### src/rtl/text_stream_gen_pkg.sv
// Shared types and LFSR step for the string-matcher stimulus generator.
package text_stream_pkg;

  typedef enum logic [3:0] {
    ST_IDLE = 4'd0,
    ST_PAT  = 4'd1,
    ST_TXT  = 4'd2,
    ST_DONE = 4'd3
  } state_e;

  localparam logic [7:0] LFSR_TAPS      = 8'hB8;
  localparam logic [7:0] LFSR_ZERO_SEED = 8'h01;

  // Galois, right-shifting step.
  function automatic logic [7:0] lfsr_next(input logic [7:0] s);
    return {1'b0, s[7:1]} ^ (s[0] ? LFSR_TAPS : 8'h00);
  endfunction

endpackage

### src/rtl/text_stream_gen_lfsr8.sv
// 8-bit Galois LFSR with seed load and step enable; an all-zero seed would lock up, so it is replaced.
module lfsr8
  import text_stream_pkg::*;
(
  input  logic       clk,
  input  logic       rst,
  input  logic       load_i,
  input  logic [7:0] seed_i,
  input  logic       en_i,
  output logic [7:0] q_o
);

  logic [7:0] lfsr_q, lfsr_d;

  always_comb begin
    lfsr_d = lfsr_q;
    if (load_i)
      lfsr_d = (seed_i == 8'h00) ? LFSR_ZERO_SEED : seed_i;
    else if (en_i)
      lfsr_d = lfsr_next(lfsr_q);
  end

  always_ff @(posedge clk) begin
    if (rst) lfsr_q <= LFSR_ZERO_SEED;
    else     lfsr_q <= lfsr_d;
  end

  assign q_o = lfsr_q;

endmodule

### src/rtl/text_stream_gen.sv
// Generates a pattern and a text containing it, streamed over a valid/ready byte channel.
//   state   | meaning
//   IDLE(0) | waiting for a start edge
//   PAT(1)  | streaming pattern bytes, storing each one
//   TXT(2)  | streaming text bytes, pattern replayed inside the window
//   DONE(3) | one-cycle done pulse
module text_stream_gen
  import text_stream_pkg::*;
#(
  parameter int TEXT_LEN = 16,
  parameter int PAT_LEN  = 4,
  parameter int PAT_POS  = 2
) (
  input  logic       clk,
  input  logic       rst,
  input  logic       btn_inicio,
  input  logic [7:0] sw_bit_inicial,
  output logic [7:0] data_out,
  output logic       data_valid,
  input  logic       data_ready,
  output logic       data_is_pat,
  output logic       pat_last,
  output logic       text_last,
  output logic       busy,
  output logic       done,
  output logic [3:0] actual_state
);

  localparam int CW = $clog2(TEXT_LEN + 1);
  localparam int PW = (PAT_LEN > 1) ? $clog2(PAT_LEN) : 1;

  if (PAT_POS + PAT_LEN > TEXT_LEN) begin : g_bad_window
    $error("text_stream_gen: PAT_POS+PAT_LEN must not exceed TEXT_LEN");
  end
  if (TEXT_LEN < 2 || TEXT_LEN > 255 || PAT_LEN < 1 || PAT_LEN > 8) begin : g_bad_len
    $error("text_stream_gen: TEXT_LEN or PAT_LEN out of range");
  end

  state_e          state_q, state_d;
  logic            btn_q;
  logic [CW-1:0]   cnt_q, cnt_d;
  logic [7:0]      data_q, data_d;
  logic            valid_q, valid_d;
  logic            is_pat_q, is_pat_d;
  logic            plast_q, plast_d;
  logic            tlast_q, tlast_d;
  logic [7:0]      pat_mem_q [PAT_LEN];

  logic            lfsr_load, lfsr_step;
  logic [7:0]      lfsr_q, lfsr_stepped;
  logic            start_edge, xfer;
  logic            pres_pat, pres_txt, pat_we;
  logic [CW-1:0]   txt_idx;
  logic [CW:0]     txt_off;
  logic            in_win;
  logic [PW-1:0]   win_idx;
  logic [7:0]      txt_byte;

  lfsr8 u_lfsr (
    .clk    (clk),
    .rst    (rst),
    .load_i (lfsr_load),
    .seed_i (sw_bit_inicial),
    .en_i   (lfsr_step),
    .q_o    (lfsr_q)
  );

  assign lfsr_stepped = lfsr_next(lfsr_q);
  assign start_edge   = btn_inicio & ~btn_q;
  assign xfer         = valid_q & data_ready;

  // Text byte 0 is presented on the cycle that leaves PAT, when cnt_q still counts pattern bytes.
  assign txt_idx  = (state_q == ST_PAT) ? '0 : cnt_q;
  assign txt_off  = {1'b0, txt_idx} - (CW+1)'(PAT_POS);
  assign in_win   = ~txt_off[CW] && (txt_off < (CW+1)'(PAT_LEN));
  assign win_idx  = PW'(txt_off);
  assign txt_byte = in_win ? pat_mem_q[win_idx] : lfsr_stepped;

  always_comb begin
    state_d   = state_q;
    cnt_d     = cnt_q;
    data_d    = data_q;
    valid_d   = valid_q;
    is_pat_d  = is_pat_q;
    plast_d   = plast_q;
    tlast_d   = tlast_q;
    lfsr_load = 1'b0;
    lfsr_step = 1'b0;
    pat_we    = 1'b0;
    pres_pat  = 1'b0;
    pres_txt  = 1'b0;

    case (state_q)
      ST_IDLE: begin
        if (start_edge) begin
          lfsr_load = 1'b1;
          cnt_d     = '0;
          state_d   = ST_PAT;
        end
      end
      ST_PAT: begin
        if (xfer && plast_q) begin
          state_d  = ST_TXT;
          pres_txt = 1'b1;
        end else if (!valid_q || xfer) begin
          pres_pat = 1'b1;
        end
      end
      ST_TXT: begin
        if (xfer) begin
          if (tlast_q) begin
            state_d  = ST_DONE;
            valid_d  = 1'b0;
            is_pat_d = 1'b0;
            plast_d  = 1'b0;
            tlast_d  = 1'b0;
          end else begin
            pres_txt = 1'b1;
          end
        end
      end
      ST_DONE: state_d = ST_IDLE;
      default: state_d = ST_IDLE;
    endcase

    if (pres_pat) begin
      data_d    = lfsr_stepped;
      lfsr_step = 1'b1;
      pat_we    = 1'b1;
      valid_d   = 1'b1;
      is_pat_d  = 1'b1;
      plast_d   = (cnt_q == CW'(PAT_LEN - 1));
      tlast_d   = 1'b0;
      cnt_d     = cnt_q + 1'b1;
    end

    if (pres_txt) begin
      data_d    = txt_byte;
      lfsr_step = ~in_win;
      valid_d   = 1'b1;
      is_pat_d  = 1'b0;
      plast_d   = 1'b0;
      tlast_d   = (txt_idx == CW'(TEXT_LEN - 1));
      cnt_d     = txt_idx + 1'b1;
    end
  end

  always_ff @(posedge clk) begin
    if (rst) begin
      state_q  <= ST_IDLE;
      btn_q    <= 1'b0;
      cnt_q    <= '0;
      data_q   <= 8'h00;
      valid_q  <= 1'b0;
      is_pat_q <= 1'b0;
      plast_q  <= 1'b0;
      tlast_q  <= 1'b0;
    end else begin
      state_q  <= state_d;
      btn_q    <= btn_inicio;
      cnt_q    <= cnt_d;
      data_q   <= data_d;
      valid_q  <= valid_d;
      is_pat_q <= is_pat_d;
      plast_q  <= plast_d;
      tlast_q  <= tlast_d;
    end
  end

  always_ff @(posedge clk) begin
    if (pat_we) pat_mem_q[PW'(cnt_q)] <= lfsr_stepped;
  end

  assign data_out     = data_q;
  assign data_valid   = valid_q;
  assign data_is_pat  = is_pat_q;
  assign pat_last     = plast_q;
  assign text_last    = tlast_q;
  assign busy         = (state_q == ST_PAT) || (state_q == ST_TXT);
  assign done         = (state_q == ST_DONE);
  assign actual_state = state_q;

endmodule

### config.mk
export PLATFORM = sky130hd
export DESIGN_NAME = text_stream_gen
export DESIGN_NICKNAME = d
export VERILOG_FILES = /design/src/rtl/text_stream_gen_pkg.sv /design/src/rtl/text_stream_gen_lfsr8.sv /design/src/rtl/text_stream_gen.sv
export SDC_FILE = /design/constraint.sdc
export NUM_CORES = 1
export LEC_CHECK = 0
export BUFFER_PORTS_ARGS = -buffer_cell sky130_fd_sc_hd__buf_2
export CELL_PAD_IN_SITES_DETAIL_PLACEMENT = 0
export CELL_PAD_IN_SITES_GLOBAL_PLACEMENT = 2
export CORE_ASPECT_RATIO = 2
export CORE_MARGIN = 3
export CORE_UTILIZATION = 41
export CTS_CLUSTER_DIAMETER = 80
export CTS_CLUSTER_SIZE = 28
export DETAILED_ROUTE_END_ITERATION = 10
export PLACE_DENSITY = 0.83
export REMOVE_ABC_BUFFERS = 1
export SLEW_MARGIN = 20
export SYNTH_ARGS = -nofsm -noshare
export SYNTH_HDL_FRONTEND = slang
export SYNTH_SLANG_ARGS = --single-unit
export TNS_END_PERCENT = 10
### constraint.sdc
create_clock -name clk -period 5.6 [get_ports clk]
set_input_delay 0 -clock clk [delete_from_list [all_inputs] [get_ports clk]]
set_output_delay 0 -clock clk [all_outputs]
set_load 0.05 [all_outputs]
==> qor.csv <==
metric,value,unit
layout cells sized above 1,16.3,%
"CP delay by family, top",simple AND/OR/NAND/NOR gates,
Hold Crit Depth,3,
Root Driver,clkbuf_16,
endpoints failing setup,0,
Post-DP Area,3120,um^2
Critical Path Fanout Max,18,
Horiz. Die Dim,66.3,um
Placed Cells,380,
Vias per Instance,5.51,
gr usage total,18.9,%
core area,6990,um^2
prevailing post-synth register cell,edfxtp_1,
total power draw,0.00202,W
"Arr. time, crit path",3.58,ns
Synth Cell Area,2980,um^2
WHS Endpoint,u_lfsr.q_o[1],
Final TNS setup,0,ns
WL/cell,17.7,um
"count leader, synth",nand2_1,
Crit path depth,11,
routed vias,2222,
PD cells,573,nW/um^2
Reg2Reg Setup Slack,2.26,ns
Critical Path Start Type,register,
initial antenna violation count,0,
FF+latch area,1520,um^2
Int Pwr,0.00125,W
GR Layer Usage met2,35.0,%
Worst R2R Path Depth,11,
area grow syn2layout,18.4,%
area of the multi-input gates,1290,um^2
Post-route DRC,0,
Slew headroom,37.9,%
HP Class,in2reg,
final worst-path cycle share,59.7,%
Post-synth ARST share,0,%
io pins,30,
unrepaired setup endpoints after global routing,no,
Synth cell types,51,
Max Cap Viol,0,
Resized Gates After CTS,0,
Critical-path top delay cell,nand2_1,
Crit Reg-Reg Startpoint,actual_state[1],
DR pass1 iterations,4,
Final min period,3.34,ns
f_max,0.299,GHz
Yosys top cell area share,32.3,%
Final Hold Fails,0,
CTS tree,done,
Worst EP required,5.83,ns
HPWL Detailed,5060,um
status,completed,
total gr overflow,0,
Gate power share,34.2,%
number of flops mapped to enable cells by yosys,32,
largest net degree at the start of global routing,30,
dominant cells by area after synthesis,"edfxtp_1, dfxtp_1, ha_1",
"Cell Chain, Critical Path","inv_1, ha_1, inv_1, nand2_1, inv_1, ha_1, and2b_1, o2111ai_4, or2_1, a311o_1, a311oi_1",
clock slew at reported path FFs,0.05,ns
Post-CTS Setup Bufs,0,
CP most frequent cell,inv_1,
nets,332,
Yosys top cell by area,edfxtp_1,
Switching Fraction,38.2,%
antenna cells,0,
Top Usage Layer GRT,met2,
drt total wl,7140,um
commonest cells in the synthesized netlist,"nand2_1, edfxtp_1, dfxtp_1",
clock power share,30.7,%
Post-Syn Instances,281,
Global Route met3 Usage,4.61,%
endpoint type of the worst setup path,register,
post-route insts no fill,403,
Pleak,1.33,nW
VDD IR-drop max,0.360,mV
Final Cell Area,3520,um^2
syn_area_per_cell,10.6,um^2
Clock Path Buffers,2,
initial DRC count,152,
CP Class,reg2reg,
reg-to-reg critical path endpoint,data_out[7],
Sw Pwr,0.000770,W
Pins Over Slew Limit,0,
GPL Wtd Cong,0.759,
first-pass GRT wire length,11800,um
Die Footprint,8380,um^2
origin of the worst min-delay path,sw_bit_inicial[1],
CP bufs+invs,3,
Seq cells post-synth,60,
worst-margin pin slew,0.930,ns
number of port buffers,27,
skew final,0.00630,ns
sequential-to-total area share from yosys stat,51.1,%
Critical Path Max Stage Delay,0.52,ns
antenna-violating nets left,0,
TritonCTS buffer count,9,
row cnt,43,
yosys warns,0,
register share of total power,35.1,%
worst-skew pair later-pin latency,0.32,ns
chip height,127,um
FILL cells,683,
Initial Utilization,42.6,%
met1 GRT Util,18.8,%
Sinks on Clock Net,60,
vias in the first global route,2305,
H-tree levels,3,
state kept, by name, indices dropped and copies added (netlist names):
register,cells
pat_mem_q,32
data_out,8
u_lfsr.q_o,8
cnt_q,5
actual_state,2
btn_q,1
data_is_pat,1
data_valid,1
pat_last,1
text_last,1
worst max-delay path by stage:
stage               startpoint          end
2_1_floorplan  actual_state[1]  data_out[0]
3_3_place_gp   actual_state[1]  data_out[2]
3_5_place_dp   actual_state[1]  data_out[7]
4_1_cts        actual_state[1]  data_out[7]
5_1_grt        actual_state[1]  data_out[3]
6_report       actual_state[1]  data_out[7]
cell usage in the layout, fill, tap and decap left out, types with 3 or more instances in the layout:
| cell type | instances |
|---|---|
| a311o_1 | 8 |
| and2_1 | 3 |
| edfxtp_1 | 32 |
| nor3_1 | 9 |
| nor2_1 | 22 |
| ha_1 | 12 |
| xor2_1 | 5 |
| dlygate4sd3_1 | 7 |
| clkbuf_16 | 9 |
| a311oi_1 | 6 |
| a21oi_1 | 11 |
| buf_2 | 27 |
| mux2i_1 | 3 |
| o221ai_1 | 4 |
| inv_1 | 13 |
| a211oi_1 | 12 |
| nand2_1 | 34 |
| bufinv_16 | 3 |
| nor2b_1 | 10 |
| o211ai_1 | 5 |
| nand2b_1 | 3 |
| and2b_1 | 3 |
| dfxtp_1 | 28 |
| nand3_1 | 6 |
power groups by stage:
stage / logic (W) / clock network [W] / registers [W]
2_1_floorplan: 0.000394 / 0 / 0.000813
3_3_place_gp: 0.000692 / 0 / 0.000714
3_5_place_dp: 0.000695 / 0 / 0.000719
4_1_cts: 0.000700 / 0.000636 / 0.000711
5_1_grt: 0.000763 / 0.000655 / 0.000725
6_report: 0.000691 / 0.000619 / 0.000708
cells by family (layout without fill, tap and decap cells):
kind of cell / Yosys count / count (layout) / share of synthesized area (%)
simple gates: 98 / 98 / 15.6
compound gates: 64 / 64 / 18.1
flops: 60 / 60 / 51.1
buf+inv: 34 / 65 / 5.63
fa+ha+maj: 12 / 12 / 5.04
xor+xnor: 8 / 8 / 2.98
mux: 4 / 4 / 1.39
other cells: 1 / 2 / 0.126
final cells by class:
type	instances	area share [%]
flip-flops and latches	60	43.2
multi-input cells	188	36.6
clock buffers	11	6.60
repair buffers	35	6.03
well taps	90	3.19
clock inverters	5	2.88
inverters	14	1.49
routing by layer:
metal / vias up / part of all wire, %
met5: - / 0
met1: 1082 / 36
met3: 11 / 3.6
met4: 0 / 2.3
li1: 1077 / -
met2: 52 / 58
per-stage QoR:
step                      util (%)  hold WS [ns]  worst slack [ns]
after floorplan                  -        0.0679              2.50
after global placement        44.6         0.231              2.34
after detailed placement      44.6         0.242              2.25
after CTS                     50.4       0.00453              2.23
after global routing          50.4        0.0214              1.92
final                         50.4        0.0230              2.26
repair_timing:
item	4_1_cts	5_1_grt
hold buffers	7	0
setup endpoints to repair	0	0
hold endpoints to repair	7	0
worst register-to-register path, cell delays in order (launching register included):
cell	delay, ns
dfxtp_1	0.33
inv_1	0.10
ha_1	0.32
inv_1	0.18
nand2_1	0.52
inv_1	0.15
ha_1	0.31
and2b_1	0.16
o2111ai_4	0.13
or2_1	0.46
a311o_1	0.35
a311oi_1	0.25
Power figures use the tool's default switching activity.
